## config.mk

```make
export PLATFORM = sky130hd
export DESIGN_NAME = alu_wide_sequencer
export DESIGN_NICKNAME = d
export VERILOG_FILES = /design/src/rtl/alu_wide_sequencer.sv
export SDC_FILE = /design/constraint.sdc
export NUM_CORES = 1
export LEC_CHECK = 0
export CORE_ASPECT_RATIO = 0.8
export CORE_MARGIN = 4
export CORE_UTILIZATION = 50
export CTS_CLUSTER_DIAMETER = 150
export DETAILED_ROUTE_END_ITERATION = 10
export PLACE_DENSITY_LB_ADDON = 0.05
export REMOVE_ABC_BUFFERS = 1
export SLEW_MARGIN = 0
export SYNTH_ARGS = -nofsm -noshare
export SYNTH_HDL_FRONTEND = slang
export SYNTH_SLANG_ARGS = --single-unit
export TNS_END_PERCENT = 1
```

## constraint.sdc

```tcl
create_clock -name clk -period 3.1 [get_ports clk]
set_input_delay 0.62 -clock clk [delete_from_list [all_inputs] [get_ports clk]]
set_output_delay 0.62 -clock clk [all_outputs]
set_load 0.01 [all_outputs]
```

## src/rtl/alu_wide_sequencer.sv

```systemverilog
// alu_wide_sequencer: runs 2W-bit ops through a W-bit ALU in two passes (low word, then high word) and owns NZCV.
//   clk, rst (async, active-low)
//   req_valid/req_ready/req_op/req_s/req_a/req_b : request handshake and operands
//   resp_valid/resp_ready/resp_result             : result handshake
//   status_nzcv                                   : {N,Z,C,V} status register
//   alu_exe_cmd/alu_val1/alu_val2/alu_c_in        : ALU drive while busy
//   alu_result/alu_c_out                          : combinational ALU response
module alu_wide_sequencer #(
    parameter int W = 32
) (
    input  logic           clk,
    input  logic           rst,
    input  logic           req_valid,
    output logic           req_ready,
    input  logic [2:0]     req_op,
    input  logic           req_s,
    input  logic [2*W-1:0] req_a,
    input  logic [2*W-1:0] req_b,
    output logic           resp_valid,
    input  logic           resp_ready,
    output logic [2*W-1:0] resp_result,
    output logic [3:0]     status_nzcv,
    output logic [3:0]     alu_exe_cmd,
    output logic [W-1:0]   alu_val1,
    output logic [W-1:0]   alu_val2,
    output logic           alu_c_in,
    input  logic [W-1:0]   alu_result,
    input  logic           alu_c_out
);
    localparam logic [2:0] OP_MOV = 3'b000, OP_MVN = 3'b001, OP_ADD = 3'b010, OP_ADC = 3'b011,
                           OP_SUB = 3'b100, OP_AND = 3'b101, OP_ORR = 3'b110;
    typedef enum logic [1:0] {IDLE, LO, HI, DONE} state_t;
    state_t         state_q, state_d;
    logic [2:0]     op_q, op_d;
    logic           s_q, s_d, c_lo_q, c_lo_d;
    logic [2*W-1:0] a_q, a_d, b_q, b_d, result_q, result_d;
    logic [3:0]     nzcv_q, nzcv_d;
    logic           arith, is_sub, hi, a_msb, r_msb, v;
    logic [3:0]     cmd;
    logic [W-1:0]   a_w, b_w;
    always_comb begin
        arith  = (op_q == OP_ADD) || (op_q == OP_ADC) || (op_q == OP_SUB);
        is_sub = op_q == OP_SUB;
        hi     = state_q == HI;
        cmd    = arith ? 4'b0011 : op_q == OP_MOV ? 4'b0001 : op_q == OP_MVN ? 4'b1001 :
                 op_q == OP_AND ? 4'b0110 : op_q == OP_ORR ? 4'b0111 : 4'b1000;
        a_w    = hi ? a_q[2*W-1:W] : a_q[W-1:0];
        b_w    = hi ? b_q[2*W-1:W] : b_q[W-1:0];
        a_msb  = a_q[2*W-1];
        r_msb  = alu_result[W-1];
        // Subtraction overflows when operand signs differ; addition when they match.
        v      = (is_sub ? (a_msb != b_q[2*W-1]) : (a_msb == b_q[2*W-1])) && (r_msb != a_msb);
        state_d     = state_q;
        op_d        = op_q;
        s_d         = s_q;
        a_d         = a_q;
        b_d         = b_q;
        result_d    = result_q;
        c_lo_d      = c_lo_q;
        nzcv_d      = nzcv_q;
        alu_exe_cmd = 4'b0000;
        alu_val1    = '0;
        alu_val2    = '0;
        alu_c_in    = 1'b0;
        case (state_q)
            IDLE: if (req_valid) begin
                op_d    = req_op;
                s_d     = req_s;
                a_d     = req_a;
                b_d     = req_b;
                state_d = LO;
            end
            LO: begin
                alu_exe_cmd      = cmd;
                alu_val1         = a_w;
                alu_val2         = is_sub ? ~b_w : b_w;
                alu_c_in         = is_sub || (op_q == OP_ADC && nzcv_q[1]);
                result_d[W-1:0]  = alu_result;
                c_lo_d           = alu_c_out;
                state_d          = HI;
            end
            HI: begin
                alu_exe_cmd        = cmd;
                alu_val1           = a_w;
                alu_val2           = is_sub ? ~b_w : b_w;
                alu_c_in           = arith && c_lo_q;
                result_d[2*W-1:W]  = alu_result;
                state_d            = DONE;
                if (s_q)
                    nzcv_d = {r_msb, {alu_result, result_q[W-1:0]} == '0,
                              arith ? alu_c_out : nzcv_q[1], arith ? v : nzcv_q[0]};
            end
            default: if (resp_ready) state_d = IDLE;
        endcase
    end
    always_ff @(posedge clk or negedge rst) begin
        if (!rst) begin
            state_q  <= IDLE;
            op_q     <= '0;
            s_q      <= 1'b0;
            a_q      <= '0;
            b_q      <= '0;
            result_q <= '0;
            c_lo_q   <= 1'b0;
            nzcv_q   <= '0;
        end else begin
            state_q  <= state_d;
            op_q     <= op_d;
            s_q      <= s_d;
            a_q      <= a_d;
            b_q      <= b_d;
            result_q <= result_d;
            c_lo_q   <= c_lo_d;
            nzcv_q   <= nzcv_d;
        end
    end
    assign req_ready   = state_q == IDLE;
    assign resp_valid  = state_q == DONE;
    assign resp_result = result_q;
    assign status_nzcv = nzcv_q;
endmodule

```

==> metrics, run 1 <==
failing checks negative setup slack; first-pass GRT wire length 38900 microns; Die Span Y 130 microns; Hold Path Class in2async; Crit Path Max Fanout 17; grt ovf 0; final setup margin -50.6 ps; max-cap violation count 0; share of cells above drive strength 1 26.7%; CTS Hold Buffers Added 0; outcome finished, violations left; VDD IR max 0.779 mV; Die Area 20900 sq um; critical path required time 2480 ps; die width 161 microns; clk_lat worst skew 490 ps; Syn-to-layout area delta 44.9%; Psw 5.45 mW; sequential cell area 5080 sq um; Synth Register Bits 203; Avg Cell Area, Syn 13.9 sq um; Critical path buffers and inverters 3; Reg power frac 30.7%; CTS tree built; antenna violations before repair 0; final wirelength 24900 microns; post-synthesis cell count 668; clk sinks 203; area post-placement 12700 sq um; Gate power share 54.0%; design area 13500 sq um; Fmax achieved 0.317 GHz; DRT iter0 DRCs 192; proportion of netlist area held by the largest area contributor 54.6%; period utilization 102%; Critical Path Max Stage Delay 530 ps; number of synthesized flops with an enable pin 0; most frequent cell after synthesis dfrtp_1; Cell Area, Synth 9310 sq um; Multi-input gate area 4040 sq um; pin count of the biggest net entering global routing 82; top cells by count, synth dfrtp_1 (203), mux2_2 (199), mux2i_1 (65); io pins 308; largest cells by area after synthesis dfrtp_1 (55%), mux2_2 (24%), mux2i_1 (7.0%); Via density 5.20; clk slew on worst S/H paths 60 ps; yosys warns 0; final-report hold violation count 0; Finish-stage setup viols 3; vias in the first global route 7020; filler cell count 1198; post-route ant nets 0; critical path data arrival time 2530 ps; All-Layer GR Usage 23.2%; H-tree depth 1; switching part of the total power 34.3%; worst slew pin tran 555 ps; RSZ-0062 raised after global routing yes; Rows 44; P_int 10.4 mW; DP HPWL 18200 microns; Layout Skew 6.24 ps; Synth area leader dfrtp_1; fin. max-slew vios 0; P_leak 5.93 nW; setup TNS -113 ps; DRC viols 0; n_diodes 0; Max Root-Sink Buffers 3; NumNets Final 1152; ys flop type dfrtp_1; P per Cell Area 1180 nW/um^2; CTS Root Cell clkbuf_16; final RePlAce weighted congestion 0.871; post-layout util 74.0%; critical path launch point type flip-flop; effective utilization at floorplan 51.1%; total CTS buffers 22; crit-path leading delay family buffers and inverters; Synth async-reset ratio 100%; DR WL/cell 20.1 microns; fin crit period 3150 ps; slowest CP cell clkdlybuf4s50_1; core area 18200 sq um; Clk pwr share 15.3%; DR vias 6464; Distinct cells, synth 38; critical path, cell by cell inv_2, ha_4, buf_12, mux2i_1, xnor2_1, and2_1, clkdlybuf4s50_1; total power 15.9 mW; port buffer count 307; post-synthesis sequential area ratio 54.6%; Critical Setup Path Class reg2out; TritonRoute pass-1 iters 4; Slew HR 62.7%; Crit. End Element output port
## state kept, by name (all words and copies together) (netlist names)
signal and flops:
a_q 64, b_q 64, c_lo_q 1, op_q 3
resp_result 64, s_q 1, state_q 2, status_nzcv 4
## timing repair
item                       4_1_cts  5_1_grt
pin swaps                        0        0
setup buffers                    3        0
gates resized for setup         43       22
setup endpoints to repair       62       30
gates cloned                     1        0
## area by class of cell
cell class,instances,area share [%]
well taps,253,2.35
multi-input cells,419,29.9
repair buffers,329,25.1
flip-flops and latches,203,37.7
clock inverters,3,0.139
clock buffers,32,4.74
inverters,3,0.0835
## metrics by stage
stage | hold WS (ps) | worst slack [ps] | instances
finish | 120 | -50.6 | 1242
floorplan | 324 | -1810 | 625
global placement | 477 | 311 | 1203
CTS | 129 | -155 | 1242
global route | 154 | -167 | 1242
detailed placement | 492 | 245 | 1203
## path summary, 6_finish.rpt
kind | depth (start not counted) | from | slack, ps | to
setup / recovery | 7 | state_q[0]$_DFFE_PN0P_ | -50 | alu_val2[9]
hold / removal | 1 | rst | 120 | a_q[11]$_DFFE_PN0P_
setup reg to reg | 8 | state_q[0]$_DFFE_PN0P_ | 630 | status_nzcv[2]$_DFFE_PN0P_
hold reg to reg | 1 | b_q[14]$_DFFE_PN0P_ | 500 | b_q[14]$_DFFE_PN0P_
max in group asynchronous | 2 | rst | 2110 | b_q[8]$_DFFE_PN0P_
min in group clk | 1 | b_q[14]$_DFFE_PN0P_ | 500 | b_q[14]$_DFFE_PN0P_
## cells by family (layout without fill, tap and decap cells)
group	Yosys count	in the layout	share of synthesized area, %
mux	265	265	31.2
compound gates	12	12	0.928
xor+xnor	34	34	3.20
buf+inv	46	367	2.57
fa+ha+maj	5	5	0.672
simple gates	103	103	6.87
flops	203	203	54.6
## power by group through the flow
stage,clock network (mW),registers [mW],logic (mW)
after global routing,2.60,5.05,9.19
after CTS,2.49,4.87,8.71
final,2.43,4.88,8.59
after floorplan,0,4.86,4.71
after detailed placement,0,4.91,8.87
after global placement,0,4.80,8.68
## worst reg2reg max path, cell delays in order (launching register included)
cell      delay, ps
dfrtp_2         450
inv_2           100
ha_4            210
buf_4           160
buf_4           330
nand2_1         240
nand4b_1        260
or4_1           520
o21ai_1         130
## metal layers
metal	routed length, microns	vias to the layer above	track usage [%]
li1	-	2960	-
met3	1890	46	6.57
met1	10700	3218	30.9
met5	0	-	0
met4	775	0	7.44
met2	11600	240	37.5
## layout by cell type (no fill, tap or decap), drive strengths merged, types with 2 or more instances in the layout
| master | Yosys | layout |
|---|---|---|
| dfrtp | 203 | 203 |
| mux2 | 200 | 200 |
| nand2 | 5 | 5 |
| inv | 3 | 4 |
| and2 | 32 | 32 |
| nand2b | 2 | 2 |
| mux2i | 65 | 65 |
| nand4 | 2 | 2 |
| dlymetal6s2s | 0 | 17 |
| clkbuf | 9 | 33 |
| nor3 | 2 | 2 |
| ha | 5 | 5 |
| buf | 34 | 21 |
| nand3 | 2 | 2 |
| o21ai | 2 | 2 |
| nor2 | 2 | 2 |
| clkinv | 0 | 2 |
| dlygate4sd2 | 0 | 36 |
| a21oi | 2 | 2 |
| nor2b | 35 | 35 |
| nor4 | 16 | 16 |
| xnor2 | 33 | 33 |
| clkdlybuf4s50 | 0 | 253 |
(Power assumes the default switching activity.)
==> run 2, diff against run 1 <==
--- a/config.mk
+++ b/config.mk
@@ -6,10 +6,11 @@
 export NUM_CORES = 1
 export LEC_CHECK = 0
 export CORE_ASPECT_RATIO = 0.8
-export CORE_MARGIN = 4
+export CORE_MARGIN = 2
 export CORE_UTILIZATION = 50
 export CTS_CLUSTER_DIAMETER = 150
 export DETAILED_ROUTE_END_ITERATION = 10
+export MAX_ROUTING_LAYER = met4
 export PLACE_DENSITY_LB_ADDON = 0.05
 export REMOVE_ABC_BUFFERS = 1
 export SLEW_MARGIN = 0
==> run 2 against run 1 <==
The flow still finishes with violations (negative setup slack). First-iteration DRC count increased by 59%. Power grew 3.2%. Fmax up 1.5%. Setup slack gained 47 ps. Critical endpoint is now alu_val2[19]. Largest cell class unchanged.
==> metrics, run 2 (synthesis results as in run 1) <==
critical path launch point type flip-flop (unchanged); max-cap violation count 0 (unchanged); P per Cell Area 1210 nW/um^2 (was 1180 nW/um^2); fin. max-slew vios 0 (unchanged); Fmax achieved 0.322 GHz (was 0.317 GHz); die width 157 microns (was 161 microns); worst slew pin tran 674 ps (was 555 ps); Max Root-Sink Buffers 3 (unchanged); Rows 44 (unchanged); vias in the first global route 6957 (was 7020); Critical Path Max Stage Delay 540 ps (was 530 ps); DP HPWL 17500 microns (was 18200 microns); DR vias 6472 (was 6464); Via density 5.29 (was 5.20); clk sinks 203 (unchanged); DRT iter0 DRCs 305 (was 192); Critical Setup Path Class reg2out (unchanged); Syn-to-layout area delta 46.2% (was 44.9%); Finish-stage setup viols 1 (was 3); Hold Path Class in2async (unchanged); post-route ant nets 0 (unchanged); final wirelength 24800 microns (was 24900 microns); filler cell count 1196 (was 1198); period utilization 100% (was 102%); grt ovf 0 (unchanged); fin crit period 3100 ps (was 3150 ps); All-Layer GR Usage 26.2% (was 23.2%); clk_lat worst skew 490 ps (about the same); Crit Path Max Fanout 11 (was 17); DR WL/cell 20.3 microns (was 20.1 microns); r2r setup slk 1050 ps (was 630 ps); CTS Hold Buffers Added 0 (unchanged); first-pass GRT wire length 39200 microns (was 38900 microns); clk slew on worst S/H paths 60 ps (about the same); Crit. End Element output port (unchanged); area post-placement 12700 sq um (about the same); Die Span Y 126 microns (was 130 microns); DRC viols 0 (unchanged); most common cell after layout, fill and taps aside clkdlybuf4s50_1 (unchanged); critical path required time 2480 ps (about the same); Slew HR 55.0% (was 62.7%); failing checks negative setup slack (unchanged); pin count of the biggest net entering global routing 82 (unchanged); CTS tree built (unchanged); H-tree depth 1 (unchanged); Die Area 19700 sq um (was 20900 sq um); VDD IR max 0.727 mV (was 0.779 mV); RSZ-0062 raised after global routing yes (unchanged); total CTS buffers 21 (was 22); antenna violations before repair 3 (was 0); post-layout util 74.9% (was 74.0%); final setup margin -3.55 ps (was -50.6 ps); share of cells above drive strength 1 27.4% (was 26.7%); effective utilization at floorplan 51.2% (was 51.1%); TritonRoute pass-1 iters 5 (was 4); slowest CP cell clkdlybuf4s50_1 (unchanged); critical path data arrival time 2480 ps (was 2530 ps); final RePlAce weighted congestion 0.920 (was 0.871); core area 18200 sq um (about the same); NumNets Final 1151 (was 1152); io pins 308 (unchanged); CTS Root Cell clkbuf_16 (unchanged); critical path, cell by cell inv_2, ha_4, buf_12, mux2i_2, xnor2_1, and2_1, clkdlybuf4s50_1 (was inv_2, ha_4, buf_12, mux2i_1, xnor2_1, and2_1, clkdlybuf4s50_1); Layout Skew 14.8 ps (was 6.24 ps); final-report hold violation count 0 (unchanged); outcome finished, violations left (unchanged); port buffer count 307 (unchanged); total power 16.4 mW (was 15.9 mW); design area 13600 sq um (was 13500 sq um); commonest non-fill, non-tap cells in the layout clkdlybuf4s50_1 (276), dfrtp_1 (202), mux2_2 (199) (was clkdlybuf4s50_1 (253), dfrtp_1 (201), mux2_2 (199)); P_leak 5.98 nW (was 5.93 nW)
run 2: cell types whose count changed in the layout (fill, tap and decap cells not counted), sizes merged:
cell	previous run	this run
bufinv	0	2
clkbuf	33	32
inv	4	3
dlygate4sd2	36	3
dlymetal6s2s	17	27
clkdlybuf4s50	253	276
diode	0	3
clkinv	2	3
run 2: worst max-delay path: cells and delay by family, from the launching register on:
| kind | cells | cell delay (ps) |
|---|---|---|
| buffers and inverters | 3 | 810 |
| flip-flops | 1 | 380 |
| adder cells (fa/ha/maj) | 1 | 240 |
| multiplexers | 1 | 240 |
| AND/OR/NAND/NOR | 1 | 160 |
| XOR/XNOR | 1 | 140 |
run 2: worst paths after layout:
check                                           startpoint                           to  depth (start not counted)
worst max-delay path                state_q[0]$_DFFE_PN0P_                 alu_val2[19]                          7
worst min-delay path                                   rst  resp_result[38]$_DFFE_PN0P_                          1
worst max register to register      state_q[1]$_DFFE_PN0P_          b_q[37]$_DFFE_PN0P_                          5
worst min register to register  status_nzcv[2]$_DFFE_PN0P_   status_nzcv[2]$_DFFE_PN0P_                          2
max in group asynchronous                              rst           a_q[8]$_DFFE_PN0P_                          2
min in group clk                status_nzcv[2]$_DFFE_PN0P_   status_nzcv[2]$_DFFE_PN0P_                          2
run 2: metal layers:
metal  wire [microns]  GRT usage [%]  up-vias
met5                0              -        -
met4              646           5.77        0
met3             1780           6.19       43
met2            12300           43.9      220
met1            10000           32.5     3247
li1                 -              -     2962
run 2: layout make-up:
type | count | area, sq um | area share, %
Antenna cell | 3 | 7.51 | 0.0552
Clock buffer | 31 | 603 | 4.43
Multi-Input combinational cell | 419 | 4060 | 29.9
Clock inverter | 5 | 75.1 | 0.552
Tap cell | 230 | 288 | 2.11
Inverter | 3 | 11.3 | 0.0828
Timing Repair Buffer | 329 | 3480 | 25.6
Sequential cell | 203 | 5080 | 37.3
run 2: stage by stage:
stage	cells	TNS (ps)	worst slack, ps	hold WS, ps
floorplan	625	-283910	-1810	324
global placement	1179	0	388	474
detailed placement	1179	0	327	483
CTS	1219	-297	-51.6	203
global route	1223	-2020	-134	229
finish	1223	-3.55	-3.55	194
run 2: timing repair:
action,in CTS,in global routing
cloned,2,0
resized for setup,11,38
endpoints found under the setup margin,53,53
setup buffers,2,1
run 2: power breakdown:
group          leakage, nW  total, mW  internal (mW)  switching (mW)
clock network        0.335       2.51           1.51            1.01
logic                 3.25       9.00           5.37            3.62
registers             2.40       4.90           4.02           0.873
total                 5.98       16.4           10.9            5.50
